===== src/rtl/game_flow_ctrl.sv =====
// Game flow sequencer: menu/start/play/banner/game-over FSM with per-player score and HP.
// Optional GAME_PAUSE_EN macro adds the PAUSED state, toggled by the pause key.

module game_flow_player #(
    parameter int HP_W     = 3,
    parameter int SCORE_W  = 11,
    parameter int START_HP = 3
) (
    input  logic               frame_clk,
    input  logic               Reset,
    input  logic               load,
    input  logic               play,
    input  logic               kill_cr,
    input  logic               hit,
    output logic [SCORE_W-1:0] score,
    output logic [HP_W-1:0]    hp,
    output logic               alive_nxt
);
    logic [HP_W-1:0] hp_nxt;

    always_comb begin
        hp_nxt = hp;
        if (play && hit && (hp != '0))
            hp_nxt = hp - 1'b1;
    end

    // Liveness after this edge's hit, so the FSM can act on it at the same edge.
    assign alive_nxt = (hp_nxt != '0);

    always_ff @(posedge frame_clk) begin
        if (Reset) begin
            score <= '0;
            hp    <= '0;
        end else if (load) begin
            score <= '0;
            hp    <= HP_W'(START_HP);
        end else if (play) begin
            hp <= hp_nxt;
            if (kill_cr && (score != '1))
                score <= score + 1'b1;
        end
    end
endmodule

module game_flow_ctrl #(
    parameter int NUM_PLAYERS       = 2,
    parameter int START_HP          = 3,
    parameter int HP_W              = 3,
    parameter int ENEMIES_PER_LEVEL = 20,
    parameter int NUM_LEVELS        = 4,
    parameter int SCORE_W           = 11,
    parameter int DELAY_FRAMES      = 120,
    localparam int EN_W  = $clog2(ENEMIES_PER_LEVEL + 1),
    localparam int LVL_W = (NUM_LEVELS > 2) ? $clog2(NUM_LEVELS) : 1,
    localparam int CNT_W = (DELAY_FRAMES > 1) ? $clog2(DELAY_FRAMES) : 1
) (
    input  logic                           frame_clk,
    input  logic                           Reset,
    input  logic                           start,
    input  logic                           pause,
    input  logic [NUM_PLAYERS-1:0]         kill,
    input  logic [NUM_PLAYERS-1:0]         hit,
    output logic [2:0]                     state,
    output logic [NUM_PLAYERS*SCORE_W-1:0] score,
    output logic [NUM_PLAYERS*HP_W-1:0]    hp,
    output logic [EN_W-1:0]                enemies_left,
    output logic [LVL_W-1:0]               level,
    output logic                           playing,
    output logic                           gameover
);
    typedef enum logic [2:0] {
        S_MENU        = 3'd0,
        S_START       = 3'd1,
        S_PLAYING     = 3'd2,
        S_PAUSED      = 3'd3,
        S_LEVEL_CLEAR = 3'd4,
        S_WON         = 3'd5,
        S_DEAD        = 3'd6,
        S_GAMEOVER    = 3'd7
    } state_t;

    state_t                                 state_q, state_nxt;
    logic [NUM_PLAYERS-1:0][SCORE_W-1:0]    score_arr;
    logic [NUM_PLAYERS-1:0][HP_W-1:0]       hp_arr;
    logic [NUM_PLAYERS-1:0]                 kill_cr, alive_nxt;
    logic [EN_W-1:0]                        en_q, en_play_nxt;
    logic [LVL_W-1:0]                       lvl_q;
    logic [CNT_W-1:0]                       cnt_q;
    logic                                   banner, expire, last_lvl, in_play, in_start;

    assign in_play  = (state_q == S_PLAYING);
    assign in_start = (state_q == S_START);
    assign banner   = (state_q == S_LEVEL_CLEAR) || (state_q == S_WON) || (state_q == S_DEAD);
    assign expire   = (cnt_q == CNT_W'(DELAY_FRAMES - 1));
    assign last_lvl = (lvl_q == LVL_W'(NUM_LEVELS - 1));

`ifndef GAME_PAUSE_EN
    logic pause_unused;
    assign pause_unused = pause;
`endif

    // Kills are credited in player-index order while enemies remain, so player 0 wins ties.
    always_comb begin
        en_play_nxt = en_q;
        kill_cr     = '0;
        for (int i = 0; i < NUM_PLAYERS; i++) begin
            if (kill[i] && (hp_arr[i] != '0) && (en_play_nxt != '0)) begin
                kill_cr[i]  = 1'b1;
                en_play_nxt = en_play_nxt - 1'b1;
            end
        end
    end

    for (genvar g = 0; g < NUM_PLAYERS; g++) begin : g_pl
        game_flow_player #(
            .HP_W(HP_W), .SCORE_W(SCORE_W), .START_HP(START_HP)
        ) u_pl (
            .frame_clk(frame_clk),
            .Reset    (Reset),
            .load     (in_start),
            .play     (in_play),
            .kill_cr  (kill_cr[g]),
            .hit      (hit[g]),
            .score    (score_arr[g]),
            .hp       (hp_arr[g]),
            .alive_nxt(alive_nxt[g])
        );
    end

    always_ff @(posedge frame_clk) begin
        if (Reset) state_q <= S_MENU;
        else       state_q <= state_nxt;
    end

    always_comb begin
        state_nxt = state_q;
        case (state_q)
            S_MENU:        if (start) state_nxt = S_START;
            S_START:       state_nxt = S_PLAYING;
            S_PLAYING: begin
                if (alive_nxt == '0)        state_nxt = S_DEAD;
                else if (en_play_nxt == '0) state_nxt = S_LEVEL_CLEAR;
`ifdef GAME_PAUSE_EN
                else if (pause)             state_nxt = S_PAUSED;
`endif
            end
`ifdef GAME_PAUSE_EN
            S_PAUSED:      if (pause) state_nxt = S_PLAYING;
`endif
            S_LEVEL_CLEAR: if (expire) state_nxt = last_lvl ? S_WON : S_PLAYING;
            S_WON,
            S_DEAD:        if (expire) state_nxt = S_GAMEOVER;
            S_GAMEOVER:    if (start) state_nxt = S_MENU;
            default:       state_nxt = S_MENU;
        endcase
    end

    always_comb begin
        state    = state_q;
        playing  = (state_q == S_PLAYING);
        gameover = (state_q == S_GAMEOVER);
    end

    // Banner counter restarts on every state change, so each banner lasts DELAY_FRAMES.
    always_ff @(posedge frame_clk) begin
        if (Reset) begin
            en_q  <= '0;
            lvl_q <= '0;
            cnt_q <= '0;
        end else begin
            if (state_q != state_nxt) cnt_q <= '0;
            else if (banner)          cnt_q <= cnt_q + 1'b1;
            case (state_q)
                S_START: begin
                    en_q  <= EN_W'(ENEMIES_PER_LEVEL);
                    lvl_q <= '0;
                end
                S_PLAYING: en_q <= en_play_nxt;
                S_LEVEL_CLEAR: if (expire && !last_lvl) begin
                    en_q  <= EN_W'(ENEMIES_PER_LEVEL);
                    lvl_q <= lvl_q + 1'b1;
                end
                default: ;
            endcase
        end
    end

    assign score        = score_arr;
    assign hp           = hp_arr;
    assign enemies_left = en_q;
    assign level        = lvl_q;
endmodule


===== config.mk =====
export PLATFORM = sky130hd
export DESIGN_NAME = game_flow_ctrl
export DESIGN_NICKNAME = d
export VERILOG_FILES = /design/src/rtl/game_flow_ctrl.sv
export SDC_FILE = /design/constraint.sdc
export NUM_CORES = 1
export LEC_CHECK = 0
export CAP_MARGIN = 5
export CORE_MARGIN = 2
export CORE_UTILIZATION = 55
export CTS_CLUSTER_SIZE = 16
export DETAILED_ROUTE_END_ITERATION = 10
export PLACE_DENSITY_LB_ADDON = 0.25
export SLEW_MARGIN = 40
export SYNTH_ARGS = -nofsm -noshare
export SYNTH_HDL_FRONTEND = slang
export SYNTH_SLANG_ARGS = --single-unit

===== constraint.sdc =====
create_clock -name frame_clk -period 6.1 [get_ports frame_clk]
set_input_delay 0.915 -clock frame_clk [delete_from_list [all_inputs] [get_ports frame_clk]]
set_output_delay 0.915 -clock frame_clk [all_outputs]
set_load 0.03 [all_outputs]

==> flow_summary.json <==
{
  "status": "finished, final reports clean",
  "crit_chain": "or3b_1 -> inv_1 -> clkdlybuf4s50_1",
  "ys_seq_area_share_pct": 33.3,
  "fin_crit_sh_pct": 60.5,
  "initial_core_util_pct": 57.3,
  "leakagePower_uw": 0.00113,
  "wl_per_cell_microns": 14.3,
  "final.setup.tns_ns": 0,
  "hpwlAfterDp_mm": 4.40,
  "grt_pass1_wl_mm": 10.3,
  "post-route-min-period_ns": 3.69,
  "n_antenna_cell": 0,
  "async_flop_share_pct": 0,
  "whs_endpoint": "g_pl[0].u_pl.score[10]$_SDFFE_PP0P_",
  "hp-class": "register to register",
  "synth_top_area_cell": "dfxtp_1",
  "peakVddDrop_uv": 247,
  "fmax_mhz": 271,
  "synth_cells": 323,
  "setup_violations": 0,
  "core_area_sq_mm": 0.00472,
  "crit_type": "register to output port",
  "synthTopCellsByArea": "dfxtp_1, nor2_1, ha_1, xor2_1, a21oi_1",
  "first_iter_violations": 132,
  "reg2reg_depth": 12,
  "critPathSlowestCell": "clkdlybuf4s50_1",
  "synth_nets": 341,
  "syn_area_sq_mm": 0.00271,
  "first_pass_iters": 4,
  "synth_edf_count": 0,
  "min_path_cells": 2,
  "r2r_setup_slack_ns": 3.04,
  "num_io_pins": 48,
  "worst-slew-pin-transition_ns": 0.777,
  "hold_start": "g_pl[0].u_pl.score[10]$_SDFFE_PP0P_",
  "clk_pin_slew_ns": 0.08,
  "die_w_microns": 74.1,
  "drc": 0,
  "worstSetupStartpoint": "state[1]$_SDFF_PP0_",
  "arrival_ns": 2.77,
  "finalHoldViolations": 0,
  "hold_slack_ns": 0.511,
  "r2r-start": "enemies_left[0]$_SDFFE_PP0P_",
  "grt_pass1_vias": 2297,
  "htreeDepth": 2,
  "area_delta_synth_final_pct": 20.3,
  "vias_per_cell": 5.76,
  "via_count": 2470,
  "cts-buffers-inserted": 5,
  "cp-start-kind": "register",
  "post-cts-setup-buffers": 0,
  "drive_gt1_share_pct": 5.52,
  "grt_start_max_net_pins": 23,
  "cts.sinks": 45,
  "rows": 25,
  "nNetsFinal": 380,
  "synth.distinct_cells": 65,
  "cp-end-kind": "output port",
  "clk-insertion-delay-late_ns": 0.30,
  "required_ns": 5.18,
  "maxCapViolCount": 0,
  "yosys_most_used_dff": "dfxtp_1",
  "placement.io_buffers": 46,
  "antenna_found_initial": 0,
  "syn_avg_cell_area_sq_um": 8.38,
  "slew_viol_final": 0,
  "rsz0062_at_grt": "no",
  "max_stage_delay_ns": 0.79,
  "synth_seq_cells": 45,
  "root_buffer": "clkbuf_8",
  "cts.path.max_buffers": 2,
  "grt_usage_pct": 23.7,
  "ctsHoldBuffers": 0,
  "tritoncts": "yes",
  "drt_wl_total_mm": 6.13,
  "ant_nets": 0,
  "dieHeight_microns": 74.1,
  "cts-resized-gates": 0,
  "power_density_mw_per_mm2": 349,
  "gp_congestion": 0.894,
  "overflow": 0,
  "timing.rr.end": "cnt_q[2]$_SDFFE_PP0P_",
  "finClkSkew_ns": 0.00608,
  "cp_max_fo": 21,
  "netlist.area_leader.share_pct": 33.3,
  "dieArea_sq_mm": 0.00550,
  "yosys_warnings": 0,
  "maxSlewHeadroom_pct": 48.0
}
-- per-stage QoR --
step	cells	setup slack (ns)	instance area, sq um	util, %	total power (uW)
after floorplan	323	3.41	2710	-	786
after global placement	422	2.76	3150	66.7	896
after detailed placement	422	2.68	3150	66.7	910
after CTS	429	2.42	3260	68.9	1140
after global routing	429	2.31	3260	68.9	1210
final	429	2.41	3260	68.9	1130
-- Yosys cell counts, drive strengths merged (3+ instances only) --
cell and number:
a211oi 5, and3 4, mux2i 4, xor2 15, buf 5, and4 5
o31ai 4, nand2b 4, a21oi 18, o211ai 3, o21a 3, xnor2 8
nor2b 3, dfxtp 45, o21ai 8, nor2 54, ha 10, clkbuf 7
o21bai 3, nand4 11, nand2 21, a22oi 5, nand3 18, and2 3
inv 15, or4 3
-- cell type report --
| class | count | area, sq um |
|---|---|---|
| clock buffers | 5 | 68.8 |
| clock inverters | 2 | 35.0 |
| fillers | 414 | 1470 |
| inverters | 15 | 56.3 |
| multi-input cells | 249 | 1650 |
| flip-flops and latches | 45 | 901 |
| well taps | 67 | 83.8 |
| repair buffers | 46 | 460 |
-- kinds of logic after synthesis --
logic type               count (synthesis)  synth area share (%)
multiplexers                             5                  1.90
XOR/XNOR                                23                  7.72
AO/OA/AOI/OAI                           68                  18.3
buffers and inverters                   29                  5.73
adder cells (fa/ha/maj)                 10                  4.62
flip-flops                              45                  33.3
AND/OR/NAND/NOR                        143                  28.4
-- layout by cell type (no fill, tap or decap), types with 2 or more instances in the layout --
master and count:
a211oi_1 3, o21ai_1 2, and2_1 3, o21a_1 3
o221ai_1 2, o31ai_1 4, nor2_1 54, or4_1 3
o21bai_1 3, nand3_1 17, dfxtp_1 45, or3_1 2
nor4_1 2, clkbuf_8 5, xnor2_1 8, xor2_1 14
o21ai_0 6, nor2b_1 3, a211oi_2 2, and4_1 5
a21oi_1 18, and3_1 4, nor3_1 2, mux2i_1 4
o31a_1 2, nand2b_1 4, nand4_1 10, nand2_1 21
o32ai_1 2, a22oi_1 5, ha_1 10, clkdlybuf4s50_1 46
o211ai_1 3, a31oi_1 2, inv_1 15, a311oi_1 2
-- where the power goes --
part           switching [uW]  internal [uW]  total, uW  leakage, uW
Sequential               46.0            321        367     0.000364
Clock                     102            119        221    0.0000540
Combinational             331            215        547     0.000713
Total                     479            655       1130      0.00113
-- layer usage --
layer | up-vias | track usage (%) | routed length (microns)
li1 | 1238 | - | -
met1 | 1154 | 31.2 | 2800
met2 | 66 | 39.9 | 2940
met3 | 12 | 4.34 | 281
met4 | 0 | 6.87 | 114
met5 | - | 0 | 0
-- worst max-delay path, delay by kind of cell (launching register included) --
kind,cells,cell delay [ns]
buffers and inverters,2,1.34
flip-flops,1,0.55
AND/OR/NAND/NOR,1,0.58
-- sequential cells by signal, summed over array words and instances, names as in the netlist --
name / cells
g_pl.u_pl.score: 22
cnt_q: 7
g_pl.u_pl.hp: 6
enemies_left: 5
state: 3
level: 2
-- worst max path at each step --
stage,slack (ns),endpoint
5_1_grt,2.31,playing
6_report,2.41,playing
4_1_cts,2.42,playing
3_3_place_gp,2.76,cnt_q[1]$_SDFFE_PP0P_
2_1_floorplan,3.41,state[2]$_SDFF_PP0_
3_5_place_dp,2.68,cnt_q[3]$_SDFFE_PP0P_
Note: power is estimated with default switching activity, not from simulation.
